--- config.mk ---
export PLATFORM = sky130hd
export DESIGN_NAME = phase_spike_tx
export DESIGN_NICKNAME = d
export VERILOG_FILES = /design/src/rtl/pst_pkg.sv /design/src/rtl/phase_fifo.sv /design/src/rtl/phase_spike_tx.sv
export SDC_FILE = /design/constraint.sdc
export NUM_CORES = 1
export LEC_CHECK = 0
export ABC_AREA = 1
export BUFFER_PORTS_ARGS = -buffer_cell sky130_fd_sc_hd__buf_2
export CAP_MARGIN = 10
export CORE_UTILIZATION = 40
export CTS_BUF_LIST = sky130_fd_sc_hd__clkbuf_4 sky130_fd_sc_hd__clkbuf_8
export CTS_CLUSTER_DIAMETER = 150
export DETAILED_ROUTE_END_ITERATION = 10
export HOLD_SLACK_MARGIN = 0.03
export PLACE_DENSITY = 0.67
export SLEW_MARGIN = 20
export SYNTH_ARGS = -nofsm -noshare
export SYNTH_HDL_FRONTEND = slang
export SYNTH_SLANG_ARGS = --single-unit
--- constraint.sdc ---
create_clock -name clk -period 3.81 [get_ports clk]
set_input_delay 0.762 -clock clk [delete_from_list [all_inputs] [get_ports clk]]
set_output_delay 0.762 -clock clk [all_outputs]
set_load 0.01 [all_outputs]
--- src/rtl/pst_pkg.sv ---
`default_nettype none
// +----------------------------------------------------------------------------+
// | pst_pkg                                                                    |
// | Shared phase width and transmitter state encoding for phase-coded blocks.  |
// | Revision: 1.0                                                              |
// +----------------------------------------------------------------------------+
package pst_pkg;

  localparam int PHASE_W = 8;

  typedef enum logic [1:0] {
    TX_IDLE  = 2'd0,
    TX_ARMED = 2'd1,
    TX_DONE  = 2'd2
  } tx_state_t;

endpackage
`default_nettype wire

--- src/rtl/phase_fifo.sv ---
`default_nettype none
// +----------------------------------------------------------------------------+
// | phase_fifo                                                                 |
// | Synchronous FIFO with occupancy count and same-clock push/pop.            |
// | Revision: 1.0                                                              |
// +----------------------------------------------------------------------------+
module phase_fifo #(
  parameter int DEPTH = 4,
  parameter int WIDTH = 8,
  parameter int CNT_W = 3
) (
  input  logic             clk,
  input  logic             rst,
  input  logic             push,
  input  logic [WIDTH-1:0] wr_data,
  input  logic             pop,
  output logic [WIDTH-1:0] rd_data,
  output logic [CNT_W-1:0] count,
  output logic             full,
  output logic             empty
);

  localparam int AW = $clog2(DEPTH);

  logic [WIDTH-1:0] r_mem [DEPTH];
  logic [AW-1:0]    r_wr_ptr;
  logic [AW-1:0]    r_rd_ptr;
  logic [CNT_W-1:0] r_count;
  logic             w_push;
  logic             w_pop;

  assign full    = (r_count == CNT_W'(DEPTH));
  assign empty   = (r_count == '0);
  assign w_push  = push && !full;
  assign w_pop   = pop && !empty;
  assign rd_data = r_mem[r_rd_ptr];
  assign count   = r_count;

  // Pointers wrap naturally because DEPTH is a power of two.
  always_ff @(posedge clk) begin
    if (rst) begin
      r_wr_ptr <= '0;
      r_rd_ptr <= '0;
      r_count  <= '0;
    end else begin
      if (w_push) r_wr_ptr <= r_wr_ptr + AW'(1);
      if (w_pop)  r_rd_ptr <= r_rd_ptr + AW'(1);
      case ({w_push, w_pop})
        2'b10:   r_count <= r_count + CNT_W'(1);
        2'b01:   r_count <= r_count - CNT_W'(1);
        default: r_count <= r_count;
      endcase
    end
  end

  always_ff @(posedge clk) begin
    if (w_push) r_mem[r_wr_ptr] <= wr_data;
  end

endmodule
`default_nettype wire

--- src/rtl/phase_spike_tx.sv ---
`default_nettype none
// +----------------------------------------------------------------------------+
// | phase_spike_tx                                                             |
// | Queues target phases and fires one spike per gamma cycle at that phase.   |
// | Revision: 1.0                                                              |
// +----------------------------------------------------------------------------+
module phase_spike_tx
  import pst_pkg::*;
#(
  parameter int PHASE_W    = pst_pkg::PHASE_W,
  parameter int FIFO_DEPTH = 4,
  parameter int CNT_W      = 3
) (
  input  logic               clk,
  input  logic               rst,
  input  logic               cycle_start,
  input  logic [PHASE_W-1:0] global_phase,
  input  logic [PHASE_W-1:0] in_phase,
  input  logic               in_valid,
  output logic               in_ready,
  output logic               spike_out,
  output logic [PHASE_W-1:0] spike_phase,
  output logic               armed,
  output logic               missed,
  output logic [CNT_W-1:0]   fifo_count
);

  tx_state_t          r_state;
  logic [PHASE_W-1:0] r_target;
  logic [PHASE_W-1:0] w_head;
  logic               w_full;
  logic               w_empty;

  assign in_ready = !w_full;
  assign armed    = (r_state == TX_ARMED);

  phase_fifo #(
    .DEPTH (FIFO_DEPTH),
    .WIDTH (PHASE_W),
    .CNT_W (CNT_W)
  ) u_fifo (
    .clk     (clk),
    .rst     (rst),
    .push    (in_valid),
    .wr_data (in_phase),
    .pop     (cycle_start),
    .rd_data (w_head),
    .count   (fifo_count),
    .full    (w_full),
    .empty   (w_empty)
  );

  // A cycle_start always wins: an unreached target is reported and replaced.
  always_ff @(posedge clk) begin
    if (rst) begin
      r_state     <= TX_IDLE;
      r_target    <= '0;
      spike_out   <= 1'b0;
      spike_phase <= '0;
      missed      <= 1'b0;
    end else begin
      spike_out <= 1'b0;
      missed    <= 1'b0;
      if (cycle_start) begin
        missed <= (r_state == TX_ARMED);
        if (!w_empty) begin
          r_target <= w_head;
          if (w_head == '0) begin
            spike_out   <= 1'b1;
            spike_phase <= '0;
            r_state     <= TX_DONE;
          end else begin
            r_state <= TX_ARMED;
          end
        end else begin
          r_state <= TX_IDLE;
        end
      end else if ((r_state == TX_ARMED) && (global_phase == r_target)) begin
        r_state     <= TX_DONE;
        spike_out   <= 1'b1;
        spike_phase <= r_target;
      end
    end
  end

endmodule
`default_nettype wire

Word level (Yosys, flattened, before mapping)
Memory sizes are Yosys's and may differ from the RTL's. A register that Yosys moved wholly into a read port is not among the register bits.
Index checks and enable logic that the tools add are counted.
{ "totals": {"reg_bits": 27, "latch_bits": 0, "n_memories": 1, "romBits": 0, "wordCells": 51, "ramBits": 32} }
{ "memory_table": {"columns": ["memory", "words", "word_bits", "read_ports", "rd_clocked_by_memory_dff", "wr", "line_no", "source"], "rows": [
  ["u_fifo.r_mem", 4, 8, 1, 1, 1, "phase_fifo.sv:25", "logic [WIDTH-1:0] r_mem [DEPTH];"]
]} }
{ "classes": {"bitwise": 2, "addsub": 4, "reduce_logical": 12, "n_mul": 0, "mux": 17, "shifts": 0, "magnitude_cmp": 0, "n_eq_ne": 7, "div_mod_pow": 0} }
{ "ops": {"columns": ["op", "count"], "rows": [
  ["8-bit two-way mux", 4],
  ["2-bit two-way mux", 6],
  ["8-bit == test", 1],
  ["8-bit zero test", 1],
  ["1-bit two-way mux", 6],
  ["3-bit case mux with 2 select lines", 1],
  ["2-bit by 1-bit adder with 2-bit output, second input constant", 2],
  ["2-bit by 1-bit == test with 1-bit output, second input constant", 2],
  ["2-bit nonzero test", 2],
  ["3-bit by 1-bit adder with 3-bit output, second input constant", 1],
  ["3-bit == test, second input constant", 1],
  ["1-bit logical AND", 3],
  ["3-bit zero test", 1],
  ["3-bit AND reduction", 1],
  ["3-bit by 1-bit subtractor with 3-bit output, second input constant", 1],
  ["2-bit == test, second input constant", 1],
  ["1-bit zero test", 2],
  ["2-bit by 1-bit != test with 1-bit output, second input constant", 1],
  ["2-bit != test, second input constant", 1],
  ["1-bit NOT", 2],
  ["2-bit AND reduction", 1],
  ["2-bit OR reduction", 1]
]} }

Longest topological paths before layout
Gate-level depths: netlist of the first run.
{ "depth": {"ltp_word": 5, "mapped_depth": 12, "mapped_depth_nobuf": 10} }

Hierarchy
Synthesis of the first run repeated with hierarchy kept, for this count alone.
{ "unflattened": {"hier_cells": 290, "area_unflattened_um2": 2711.4} }
{ "modules_own_cells": {"columns": ["module", "n_inst", "cells_per_inst", "area_each_um2", "seq_area_each_um2"], "rows": [
  ["phase_fifo", 1, 146, 1691.6, 1141.1],
  ["phase_spike_tx", 1, 144, 1019.7, 400.4]
]} }

Least setup slack after synthesis of the first run
No wires, ideal clock.
{ "synth_path": {"path_type": "input to register", "startpoint": "input cycle_start", "endpoint": "register u_fifo.r_count[2] (netlist: u_fifo.count[2])", "path_slack_ps": 1133, "setup_time_ps": 122, "t_arrival_ps": 2555, "t_required_ps": 3688, "stages": 11, "path_cell_list": "buf_2 -> inv_1 -> a31oi_4 -> clkbuf_1 -> ha_1 -> inv_1 -> fa_1 -> a21oi_1 -> o21ai_0 -> o21ai_0 -> a21oi_1"} }
{ "synth_between": {"elab_chain_len": 3, "word_cells_on_any_way": 5, "classes_between": "eq/ne: 2; mux: 1; reduce/logical: 2"} }
{ "synth_lines": {"columns": ["element", "line_no", "source"], "rows": [
  ["start: declaration", "phase_spike_tx.sv:16", "input logic cycle_start,"],
  ["1-bit logical AND *", "phase_fifo.sv:35", "assign w_pop = pop && !empty;"],
  ["via u_fifo.w_pop", "phase_fifo.sv:30", "logic w_pop;"],
  ["2-bit by 1-bit == test with 1-bit output / 2-bit == test (equally long branches)", "phase_fifo.sv:48", "case ({w_push, w_pop})"],
  ["3-bit case mux with 2 select lines / 2-bit nonzero test (equally long branches)", null, null],
  ["end signal: assignment", "phase_fifo.sv:49", "2'b10: r_count <= r_count + CNT_W'(1);"],
  ["end signal: assignment", "phase_fifo.sv:50", "2'b01: r_count <= r_count - CNT_W'(1);"],
  ["end signal: assignment", "phase_fifo.sv:51", "default: r_count <= r_count;"],
  ["end: declaration", "phase_fifo.sv:28", "logic [CNT_W-1:0] r_count;"]
]} }
Mark *: on every way through the listed nets, which the timed path passes. The rest lies on a longest branch.
A chain may end at the register's enable or synchronous reset.

Worst setup path in the final report of the first run
{ "layout_path": {"startpoint": "input cycle_start", "endpoint": "register u_fifo.r_count[2] (netlist: u_fifo.count[2])"} }
{ "layout_between": {"elab_chain_len": 3, "word_cells_on_any_way": 5, "classes_between": "eq/ne: 2; mux: 1; reduce/logical: 2"} }
{ "layout_lines": {"columns": ["element", "line_no"], "rows": [
  ["1-bit logical AND *", "phase_fifo.sv:35"],
  ["2-bit by 1-bit == test with 1-bit output / 2-bit == test (equally long branches)", "phase_fifo.sv:48"],
  ["3-bit case mux with 2 select lines / 2-bit nonzero test (equally long branches)", null]
]} }
Mark *: on every way between the ends. The rest lies on a longest branch, timed or not.

==> metrics.log, run 1 <==
[metrics] Crit Path Class: primary input to flip-flop
[metrics] CTS Hold Bufs: 0
[metrics] Reg2Reg Setup Slack: 1.69 ns
[metrics] Hold Violations, Final: 0
[metrics] global route total overflow: 0
[metrics] launch instance of the worst register-to-register path: u_fifo.count[0]$_SDFFE_PP0P_
[metrics] post-synthesis instance total: just under 300
[metrics] R2R depth: 10
[metrics] final-report max-slew violation count: 0
[metrics] violated checks: design-rule violations
[metrics] proportion of layout cells with a drive suffix above 1: around 22%
[metrics] final worst setup slack: between 1 and 1.5 ns
[metrics] Final ANT Viol Nets: 0
[metrics] initial antenna violation count: 0
[metrics] vias after detailed routing: around 2000
[metrics] vias in the first global route: 1832
[metrics] portion of the post-synthesis area used by sequential elements: around 56%
[metrics] Antenna diodes: 0
[metrics] Max-cap violations: 0
[metrics] Clock Root Buffer: sky130_fd_sc_hd__clkbuf_8
[metrics] total setup buffers inserted after CTS: 0
[metrics] Post-synth top flop: sky130_fd_sc_hd__edfxtp_1
[metrics] endpoint of the worst register-to-register path: u_fifo.count[2]$_SDFFE_PP0P_
[metrics] sum of routed wire segments on met1: ~2300 um
[metrics] count of cells resized by post-cts repair: 0
[metrics] number of detailed-route iterations in the first pass: 7
[metrics] Starting Density: a little over two fifths
[metrics] total of flip-flops plus latches after synthesis: 61
[metrics] summed negative setup slack over all endpoints: 0 ns
[metrics] number of standard cells in the final layout excluding fillers: 412
[metrics] post-route clock skew: 0.01022 ns
[metrics] buffer levels on the longest clock path: 2
[metrics] Critical Path End: u_fifo.count[2]$_SDFFE_PP0P_
[metrics] clock slew at the register clock pins of the worst setup and hold paths: ~0.070 ns
[metrics] Die Footprint: between 7000 and 8000 sq um
[metrics] power density of the placed cells: 636.7 nW/um^2
[metrics] routed vias/inst: about 4.9
[metrics] vertical die dimension: between 80 and 90 um
[metrics] Final Hold Slack: 0.4701 ns
[metrics] max-slew headroom at the worst pin: ~42%
[metrics] peak fanout along the critical path: 23
[metrics] share of synthesized flip-flops with an asynchronous set or reset: 0%
[metrics] result of the run: complete, but fails checks
[metrics] placed wire-length estimate after detailed placement: around 3500 um
[metrics] Post-Place Cells: approximately 400
[metrics] fraction of the core area covered by cells at the end of the flow: approximately half
[metrics] # setup viols final: 0
[metrics] number of clock buffers inserted by TritonCTS: 9
[metrics] Final Net Count: between 300 and 400
[metrics] number of flops mapped to enable cells by yosys: 32
[metrics] Core ar.: between 6000 and 7000 sq um
[metrics] slew at the pin closest to its max-slew limit: around 0.87 ns
[metrics] number of ports placed on the die boundary: 35
[metrics] library cells used by synthesis: 29
[metrics] critical path startpoint category: primary input
[metrics] highest attainable clock frequency: around 420 MHz
[metrics] DP Worst Slack: about 1.1 ns
[metrics] First DRT Iteration DRCs: 103
[metrics] remaining design rule violation count: 5
[metrics] critical path arrival: about 2.6 ns
[metrics] endpoint class of the critical path: flip-flop
[metrics] post-detailed-routing wire length: about 5000 um
[metrics] final critical delay including setup and external delays: around 2.4 ns
[metrics] pin count of the biggest net entering global routing: 33
[metrics] horizontal die dimension: roughly 85 um
[metrics] worst endpoint required time: 4.04 ns
[metrics] Routability Congestion: roughly 0.83
[metrics] per-instance average area after synthesis: just over 9 sq um
[metrics] H-tree level count: 3
[metrics] path category of the worst min-delay check: flip-flop to flip-flop
[metrics] clk_lat worst skew: roughly 0.34 ns
[metrics] worst setup path startpoint: cycle_start
[metrics] Met2 Wirelength: roughly 2400 um
[metrics] Peak VDD IR: approximately 260 uV
[metrics] CTS sink count: 61
[metrics] number of rows created at floorplan: 29
[metrics] P&R area growth vs syn: 16.58%
[metrics] crit share post-route: a little over three fifths
[metrics] wire length of the first global-routing pass: between 8000 and 9000 um
[metrics] syn nets: 320
[metrics] cell area after synthesis: 2733 sq um
[metrics] detailed-routed wire length on met3: 272 um
[metrics] uppermost metal layer occupied by signal nets: met4
[metrics] setup repair after global routing missed its margin: no
[metrics] clock tree from TritonCTS: built
[metrics] leakage power total: roughly 0.0014 uW
[metrics] total number of yosys warnings: 0
[metrics] Port-buffer cells: 34
[metrics] WL/cell: 12.10 um
[metrics] aggregate global-route resource usage: between 10% and 20%
[metrics] filler cell count in the final layout: slightly above 600
## cell usage after synthesis, types with 2 or more instances
library cell,count,area (sq um)
sky130_fd_sc_hd__clkbuf_1,3,11.26
sky130_fd_sc_hd__ha_1,5,62.56
sky130_fd_sc_hd__nand2_1,68,255.2
sky130_fd_sc_hd__buf_6,2,22.52
sky130_fd_sc_hd__inv_1,30,112.6
sky130_fd_sc_hd__nand4_1,11,68.82
sky130_fd_sc_hd__inv_2,2,7.510
sky130_fd_sc_hd__nor2_1,20,75.07
sky130_fd_sc_hd__edfxtp_1,32,960.9
sky130_fd_sc_hd__nand2_4,2,22.52
sky130_fd_sc_hd__nand2_2,10,62.56
sky130_fd_sc_hd__a21oi_1,19,95.09
sky130_fd_sc_hd__o21ai_0,17,85.08
sky130_fd_sc_hd__nor2_4,2,22.52
sky130_fd_sc_hd__buf_4,2,15.01
sky130_fd_sc_hd__nand3_2,2,20.02
sky130_fd_sc_hd__nand3_1,25,125.1
sky130_fd_sc_hd__dfxtp_1,29,580.6
sky130_fd_sc_hd__buf_2,3,15.01
## metrics by stage
| step | total power (uW) | instance area (sq um) |
|---|---|---|
| 3_5_place_dp | 1355 | 2943 |
| 3_3_place_gp | 1341 | 2943 |
| 5_1_grt | 2162 | 3186 |
| 6_report | 2028 | 3186 |
| 2_1_floorplan | 1244 | 2733 |
| 4_1_cts | 2050 | 3186 |
## cell usage in the layout (no fill, tap or decap), types with 11 or more instances in the layout
cell type                   n
sky130_fd_sc_hd__o21ai_0   17
sky130_fd_sc_hd__nand4_1   11
sky130_fd_sc_hd__nor2_1    20
sky130_fd_sc_hd__nand3_1   25
sky130_fd_sc_hd__edfxtp_1  32
sky130_fd_sc_hd__nand2_1   68
sky130_fd_sc_hd__a21oi_1   19
sky130_fd_sc_hd__dfxtp_1   29
sky130_fd_sc_hd__inv_1     30
sky130_fd_sc_hd__buf_2     34
## critical path, cell delays in order
cell and delay [ns]:
sky130_fd_sc_hd__buf_2 0.17, sky130_fd_sc_hd__inv_1 0.15, sky130_fd_sc_hd__a31oi_4 0.17, sky130_fd_sc_hd__buf_4 0.26
sky130_fd_sc_hd__ha_1 0.17, sky130_fd_sc_hd__inv_1 0.06, sky130_fd_sc_hd__fa_1 0.37, sky130_fd_sc_hd__a21oi_1 0.15
sky130_fd_sc_hd__o21ai_0 0.12, sky130_fd_sc_hd__o21ai_0 0.17, sky130_fd_sc_hd__a21oi_1 0.06
## flip-flops by register name (all words and copies together) (netlist names), named ones only
signal and cells:
u_fifo.r_mem 32, r_target 8, spike_phase 8, u_fifo.count 3, r_state 2, u_fifo.r_rd_ptr 2, u_fifo.r_wr_ptr 2, missed 1
spike_out 1
## area by class of cell
class	count	area, sq um	share of cell area (%)
sequential	61	1541	48.39
tap	77	96.34	3.024
clock buffer	10	131.4	4.124
inverter	33	126.4	3.967
clock inverter	6	111.4	3.496
multi-input combinational	190	1001	31.42
timing repair buffer	35	177.7	5.577
## worst min-delay path by stage
stage,startpoint,to,cells past startpoint
detailed placement,u_fifo.r_rd_ptr[1]$_SDFFE_PP0P_,flip-flop,2
CTS,u_fifo.r_rd_ptr[1]$_SDFFE_PP0P_,u_fifo.r_rd_ptr[1]$_SDFFE_PP0P_,2
global route,u_fifo.r_rd_ptr[0]$_SDFFE_PP0P_,u_fifo.r_rd_ptr[0]$_SDFFE_PP0P_,1
global placement,u_fifo.r_rd_ptr[1]$_SDFFE_PP0P_,u_fifo.r_rd_ptr[1]$_SDFFE_PP0P_,2
finish,u_fifo.r_rd_ptr[1]$_SDFFE_PP0P_,flip-flop,2
floorplan,u_fifo.r_rd_ptr[1]$_SDFFE_PP0P_,flip-flop,2
## layer usage
layer / global-route usage [%] / up-vias
met4: 5.085 / 0
met2: 26.31 / 46
met3: 6.686 / 6
li1: - / 1054
met5: 0 / -
met1: 17.88 / 906
## power by group
group          total [uW]  switching (uW)  internal, uW
Sequential            855            68.6           787
Clock                 693             252           441
Combinational         480             318           162
## cells by family after synthesis
logic type,synth area share [%]
and+or+nand+nor,25.64
DFF,56.41
buffers and inverters,6.960
AOI/OAI and AO/OA,7.967
adders and majority gates,3.022
Note: power is estimated with default switching activity, not from simulation.
==> inputs of run 2 (changes only) <==
==> constraint.sdc (replaced) <==
create_clock -name clk -period 2.3 [get_ports clk]
set_input_delay 0.46 -clock clk [delete_from_list [all_inputs] [get_ports clk]]
set_output_delay 0.46 -clock clk [all_outputs]
set_load 0.01 [all_outputs]
==> run 2 against run 1 <==
  * The run still ends with design-rule violations left
  * Utilization up 0.19 points
  * Non-clock buffer count up 7
  * Via count up 2.8%
  * Wire length up 4.5%
  * Power up 59%
  * Worst hold slack worse by 0.15 ns
  * Clock power up 41%
  * Register-to-register slack worse by 1.5 ns
  * Critical path type is now flip-flop to flip-flop
  * Critical endpoint unchanged
==> metrics.log, run 2 (synthesis gave the netlist of run 1 again) <==
[metrics] result of the run: complete, but fails checks
[metrics] violated checks: design-rule violations
[metrics] critical path startpoint category: flip-flop
[metrics] CTS sink count: about 60
[metrics] Reg2Reg Setup Slack: approximately 0.18 ns
[metrics] Final ANT Viol Nets: 0
[metrics] slew at the pin closest to its max-slew limit: ~0.44 ns
[metrics] vias after detailed routing: about 2100
[metrics] Largest Register: u_fifo.r_mem
[metrics] global route total overflow: 0
[metrics] Clock Root Buffer: sky130_fd_sc_hd__clkbuf_8
[metrics] post-route clock skew: ~0.011 ns
[metrics] worst setup path startpoint: u_fifo.count[0]$_SDFFE_PP0P_
[metrics] max-slew headroom at the worst pin: between 70 and 80%
[metrics] final-report max-slew violation count: 0
[metrics] DP Worst Slack: roughly 0.18 ns
[metrics] leakage power total: 0.001385 uW
[metrics] pin count of the biggest net entering global routing: 23
[metrics] switching power share of the total: a little over a third
[metrics] initial antenna violation count: 0
[metrics] cell internal power dissipation: around 2100 uW
[metrics] number of clock buffers inserted by TritonCTS: 9
[metrics] final worst setup slack: around 0.18 ns
[metrics] Combinational Power Share: 26.3%
[metrics] summed negative setup slack over all endpoints: 0 ns
[metrics] count of cells resized by post-cts repair: 0
[metrics] WL/cell: 12.44 um
[metrics] Critical Path End: u_fifo.count[2]$_SDFFE_PP0P_
[metrics] Peak VDD IR: ~530 uV
[metrics] placed wire-length estimate after detailed placement: between 3000 and 4000 um
[metrics] Antenna diodes: 0
[metrics] Max-cap violations: 0
[metrics] path category of the worst min-delay check: primary input to flip-flop
[metrics] clock power share: between 30% and 40%
[metrics] number of detailed-route iterations in the first pass: 7
[metrics] post-layout total power: about 3200 uW
[metrics] clock tree from TritonCTS: built
[metrics] power density of the placed cells: between 1000 and 1500 nW/um^2
[metrics] highest attainable clock frequency: 471.1 MHz
[metrics] Crit Path Class: flip-flop to flip-flop
[metrics] clk_lat worst skew: approximately 0.35 ns
[metrics] final critical delay including setup and external delays: roughly 2.1 ns
[metrics] P&R area growth vs syn: 17.03%
[metrics] vertical die dimension: around 85 um
[metrics] routed vias/inst: between 4 and 5
[metrics] most frequent standard cell in the layout excluding fill and tap cells: sky130_fd_sc_hd__nand2_1
[metrics] critical path arrival: approximately 2.4 ns
[metrics] launch instance of the worst register-to-register path: u_fifo.count[0]$_SDFFE_PP0P_
[metrics] worst endpoint required time: approximately 2.5 ns
[metrics] Port-buffer cells: 34
[metrics] endpoint class of the critical path: flip-flop
[metrics] Core ar.: between 6000 and 7000 sq um
[metrics] number of ports placed on the die boundary: 35
[metrics] setup repair after global routing missed its margin: no
[metrics] filler cell count in the final layout: between 600 and 700
[metrics] First DRT Iteration DRCs: between 100 and 150
[metrics] # setup viols final: 0
[metrics] post-detailed-routing wire length: 5211 um
[metrics] Routability Congestion: roughly 0.83
[metrics] most frequent cells in the layout: sky130_fd_sc_hd__nand2_1 (68), sky130_fd_sc_hd__buf_2 (34), sky130_fd_sc_hd__edfxtp_1 (32)
[metrics] wire length of the first global-routing pass: roughly 8700 um
[metrics] Hold Violations, Final: 0
[metrics] R2R depth: 10
[metrics] endpoint of the worst register-to-register path: u_fifo.count[2]$_SDFFE_PP0P_
[metrics] horizontal die dimension: about 85 um
[metrics] Die Footprint: 7166 sq um
[metrics] number of flip-flops in the largest register: 32
[metrics] Starting Density: a little over two fifths
[metrics] area of combinational cells with multiple inputs: ~1000 sq um
[metrics] H-tree level count: 3
[metrics] Final Net Count: ~360
[metrics] clock slew at the register clock pins of the worst setup and hold paths: ~0.08 ns
[metrics] largest registers: u_fifo.r_mem: 32 flops, r_target: 8 flops, spike_phase: 8 flops
[metrics] crit share post-route: between 90% and 100%
[metrics] aggregate global-route resource usage: approximately 16%
[metrics] power share of the sequential group: between 40 and 50%
[metrics] buffer levels on the longest clock path: 2
[metrics] remaining design rule violation count: 4
[metrics] proportion of layout cells with a drive suffix above 1: a little under a quarter
[metrics] total setup buffers inserted after CTS: 0
[metrics] net switching power: 1121 uW
[metrics] vias in the first global route: around 1900
[metrics] FF/Latch Area: 1541 sq um
[metrics] number of rows created at floorplan: 29
[metrics] CTS Hold Bufs: 0
[metrics] peak fanout along the critical path: 9
run 2: cell types whose count changed in the layout (fill, tap and decap cells not counted):
cell,delta
sky130_fd_sc_hd__bufinv_16,-2
sky130_fd_sc_hd__clkinvlp_4,-1
sky130_fd_sc_hd__clkbuf_4,-1
sky130_fd_sc_hd__inv_6,+4
sky130_fd_sc_hd__buf_4,+7
run 2: critical path: stages, from the launching register on:
cell	delay [ns]
sky130_fd_sc_hd__dfxtp_1	0.33
sky130_fd_sc_hd__inv_1	0.16
sky130_fd_sc_hd__nand3_1	0.11
sky130_fd_sc_hd__nand2_1	0.23
sky130_fd_sc_hd__ha_1	0.20
sky130_fd_sc_hd__inv_1	0.07
sky130_fd_sc_hd__fa_1	0.39
sky130_fd_sc_hd__a21oi_1	0.17
sky130_fd_sc_hd__o21ai_0	0.13
sky130_fd_sc_hd__o21ai_0	0.15
sky130_fd_sc_hd__a21oi_1	0.05
run 2: cell type report:
class                   instances  share of cell area, %
well taps                      77                  3.013
clock inverters                 7                  2.465
clock buffers                   9                  3.873
flip-flops and latches         61                  48.20
inverters                      33                  3.951
repair buffers                 42                  7.199
multi-input cells             190                  31.30
run 2: stage by stage:
| step | std cells | instance area (sq um) | util, % | hold WS [ns] |
|---|---|---|---|---|
| final | 419 | 3198 | 49.52 | 0.3163 |
| after global routing | 419 | 3198 | 49.52 | 0.2928 |
| after CTS | 419 | 3198 | 49.52 | 0.3007 |
| after floorplan | 294 | 2734 | - | 0.4367 |
| after detailed placement | 403 | 2995 | 46.38 | 0.4659 |
| after global placement | 403 | 2995 | 46.38 | 0.4537 |
run 2: how the worst min path moves through the flow:
stage | startpoint | to | slack [ns] | cells past startpoint
finish | in_phase[4] | u_fifo.r_mem[1][4]$_DFFE_PP_ | 0.32 | 1
global route | in_phase[4] | u_fifo.r_mem[0][4]$_DFFE_PP_ | 0.29 | 1
CTS | in_phase[3] | u_fifo.r_mem[2][3]$_DFFE_PP_ | 0.30 | 1
detailed placement | u_fifo.r_rd_ptr[1]$_SDFFE_PP0P_ | flip-flop | 0.47 | 2
global placement | u_fifo.r_rd_ptr[1]$_SDFFE_PP0P_ | u_fifo.r_rd_ptr[1]$_SDFFE_PP0P_ | 0.45 | 2
floorplan | u_fifo.r_rd_ptr[1]$_SDFFE_PP0P_ | flip-flop | 0.44 | 2
run 2: power groups by stage:
| stage | sequential [uW] | clock, uW | combinational (uW) |
|---|---|---|---|
| global placement | 1420 | 0 | 821 |
| finish | 1400 | 976 | 847 |
| CTS | 1400 | 1000 | 853 |
| floorplan | 1400 | 0 | 664 |
| detailed placement | 1420 | 0 | 847 |
| global route | 1420 | 1040 | 965 |
run 2: routing by layer:
metal  up-vias  wire length [um]  GRT usage [%]
li1       1065                 -              -
met1       927              2349          19.67
met2        66              2393          25.35
met3        10               388          7.080
met4         0                78          6.780
met5         -                 0              0
==> inputs of run 3 (changes only) <==
--- a/config.mk
+++ b/config.mk
@@ -14,6 +14,7 @@
 export DETAILED_ROUTE_END_ITERATION = 10
 export HOLD_SLACK_MARGIN = 0.03
 export PLACE_DENSITY = 0.67
+export REMOVE_ABC_BUFFERS = 1
 export SLEW_MARGIN = 20
 export SYNTH_ARGS = -nofsm -noshare
 export SYNTH_HDL_FRONTEND = slang
==> run 3 against run 2 <==
  * The flow still finishes with violations (design-rule violations)
  * Clock power barely moved
  * Die area did not move
  * Via count fell by 0.68%
  * Maximum frequency rose by 3.5%
  * Largest cell class unchanged
==> metrics.log, run 3 (synthesis gave the netlist of run 1 again) <==
[metrics] Core ar.: between 6000 and 7000 sq um
[metrics] worst endpoint required time: roughly 2.5 ns
[metrics] number of rows created at floorplan: 29
[metrics] final critical delay including setup and external delays: 2.050 ns
[metrics] Final Hold Slack: around 0.33 ns
[metrics] leakage power total: 0.001379 uW
[metrics] vias in the first global route: around 1900
[metrics] summed negative setup slack over all endpoints: 0 ns
[metrics] launch instance of the worst register-to-register path: u_fifo.count[0]$_SDFFE_PP0P_
[metrics] post-detailed-routing wire length: 5051 um
[metrics] post-route clock skew: between 0.007 and 0.008 ns
[metrics] Starting Density: between 40 and 50%
[metrics] proportion of layout cells with a drive suffix above 1: roughly a quarter
[metrics] CTS sink count: between 60 and 70
[metrics] crit share post-route: just under 90%
[metrics] worst setup path startpoint: u_fifo.count[0]$_SDFFE_PP0P_
[metrics] number of clock buffers inserted by TritonCTS: 9
[metrics] area of all placed cells without fillers: approximately 3200 sq um
[metrics] cell area after placement: between 2000 and 3000 sq um
[metrics] Clock Root Buffer: sky130_fd_sc_hd__clkbuf_8
[metrics] wire length of the first global-routing pass: between 8000 and 9000 um
[metrics] clock slew at the register clock pins of the worst setup and hold paths: ~0.07 ns
[metrics] most frequent standard cell in the layout excluding fill and tap cells: sky130_fd_sc_hd__nand2_1
[metrics] placed wire-length estimate after detailed placement: 3579 um
[metrics] CTS Hold Bufs: 0
[metrics] endpoint class of the critical path: flip-flop
[metrics] total setup buffers inserted after CTS: 0
[metrics] critical path startpoint category: flip-flop
[metrics] Antenna diodes: 0
[metrics] remaining design rule violation count: 2
[metrics] clock tree from TritonCTS: built
[metrics] Post-Place Cells: roughly 400
[metrics] power density of the placed cells: approximately 1000 nW/um^2
[metrics] WL/cell: about 12 um
[metrics] Worst Hold Path EP: r_state[0]$_SDFFE_PP0P_
[metrics] pin count of the biggest net entering global routing: 23
[metrics] largest registers: u_fifo.r_mem: 32 flops, r_target: 8 flops, spike_phase: 8 flops
[metrics] result of the run: complete, but fails checks
[metrics] fraction of the core area covered by cells at the end of the flow: slightly below 50%
[metrics] buffer levels on the longest clock path: 2
[metrics] Peak VDD IR: roughly 460 uV
[metrics] crit-path max cell delay: about 0.38 ns
[metrics] vias after detailed routing: a little over 2000
[metrics] Final Net Count: 363
[metrics] count of cells resized by post-cts repair: 0
[metrics] max-slew headroom at the worst pin: between 70% and 80%
[metrics] # setup viols final: 0
[metrics] violated checks: design-rule violations
[metrics] number of standard cells in the final layout excluding fillers: 419
[metrics] Largest Register: u_fifo.r_mem
[metrics] clk_lat worst skew: between 0.3 and 0.4 ns
[metrics] worst hold path startpoint: rst
[metrics] initial antenna violation count: 0
[metrics] Port-buffer cells: 34
[metrics] First DRT Iteration DRCs: slightly below 90
[metrics] number of flip-flops in the largest register: 32
[metrics] Die Footprint: approximately 7200 sq um
[metrics] P&R area growth vs syn: 17.26%
[metrics] critical-path cell list: inv_1 -> nand3_1 -> nand2_1 -> ha_1 -> inv_1 -> fa_1 -> a21oi_1 -> o21ai_0 -> o21ai_0 -> a21oi_1
[metrics] Routability Congestion: ~0.83
[metrics] final-report max-slew violation count: 0
[metrics] number of detailed-route iterations in the first pass: 9
[metrics] R2R depth: 10
[metrics] path category of the worst min-delay check: primary input to flip-flop
[metrics] peak fanout along the critical path: 9
[metrics] H-tree level count: 3
[metrics] Reg2Reg Setup Slack: about 0.25 ns
[metrics] Hold Violations, Final: 0
[metrics] setup repair after global routing missed its margin: no
[metrics] critical path arrival: around 2.3 ns
[metrics] horizontal die dimension: 84.66 um
[metrics] endpoint of the worst register-to-register path: u_fifo.count[2]$_SDFFE_PP0P_
[metrics] cell at the slowest stage of the critical path: sky130_fd_sc_hd__fa_1
[metrics] most frequent cells in the layout: sky130_fd_sc_hd__nand2_1 (68), sky130_fd_sc_hd__buf_2 (34), sky130_fd_sc_hd__edfxtp_1 (32)
[metrics] Crit Path Class: flip-flop to flip-flop
[metrics] highest attainable clock frequency: 487.7 MHz
[metrics] Max-cap violations: 0
[metrics] slew at the pin closest to its max-slew limit: 0.4179 ns
[metrics] cell depth of the worst min-delay path: 2
[metrics] routed vias/inst: just under 5
[metrics] number of ports placed on the die boundary: 35
[metrics] aggregate global-route resource usage: between 10% and 20%
[metrics] vertical die dimension: ~85 um
[metrics] Final ANT Viol Nets: 0
[metrics] global route total overflow: 0
-- run 3: worst max path at each step --
stage	depth (start not counted)	to	slack, ns
after floorplan	9	u_fifo.count[2]$_SDFFE_PP0P_	0.18
after global placement	10	u_fifo.count[2]$_SDFFE_PP0P_	0.28
after detailed placement	10	u_fifo.count[2]$_SDFFE_PP0P_	0.23
after CTS	10	u_fifo.count[2]$_SDFFE_PP0P_	0.23
after global routing	10	u_fifo.count[2]$_SDFFE_PP0P_	0.03
final	10	u_fifo.count[2]$_SDFFE_PP0P_	0.25
-- run 3: final cells by class --
type	instances	area (sq um)
fill	573	3254
sequential	61	1541
multi-input combinational	190	1001
timing repair buffer	42	230.2
clock buffer	10	137.6
inverter	33	126.4
tap	77	96.34
clock inverter	6	71.32
-- run 3: routing by layer --
layer	wire, um	vias up	track usage, %
met3	175	11	4.425
met5	0	-	0
met2	2442	41	25.20
met4	97	0	8.629
li1	-	1066	-
met1	2335	936	18.78
-- run 3: power by group --
group	leakage (uW)	switching, uW	internal (uW)
logic	0.000749	556	286
registers	0.000531	89.0	1300
clock network	0.0000991	438	536
total	0.00138	1080	2120
-- run 3: per-stage QoR --
step           total power (uW)  setup WS [ns]
2_1_floorplan              2008         0.1791
3_3_place_gp               2243         0.2767
3_5_place_dp               2265         0.2253
4_1_cts                    3241         0.2269
5_1_grt                    3420        0.02974
6_report                   3207         0.2497
-- run 3: worst max-delay path, delay by kind of cell (launching register included) --
family	cells	cell delay, ns
adder cells (fa/ha/maj)	2	0.57
AND/OR/NAND/NOR	2	0.34
AO/OA/AOI/OAI	4	0.46
flip-flops	1	0.33
buffers and inverters	2	0.23
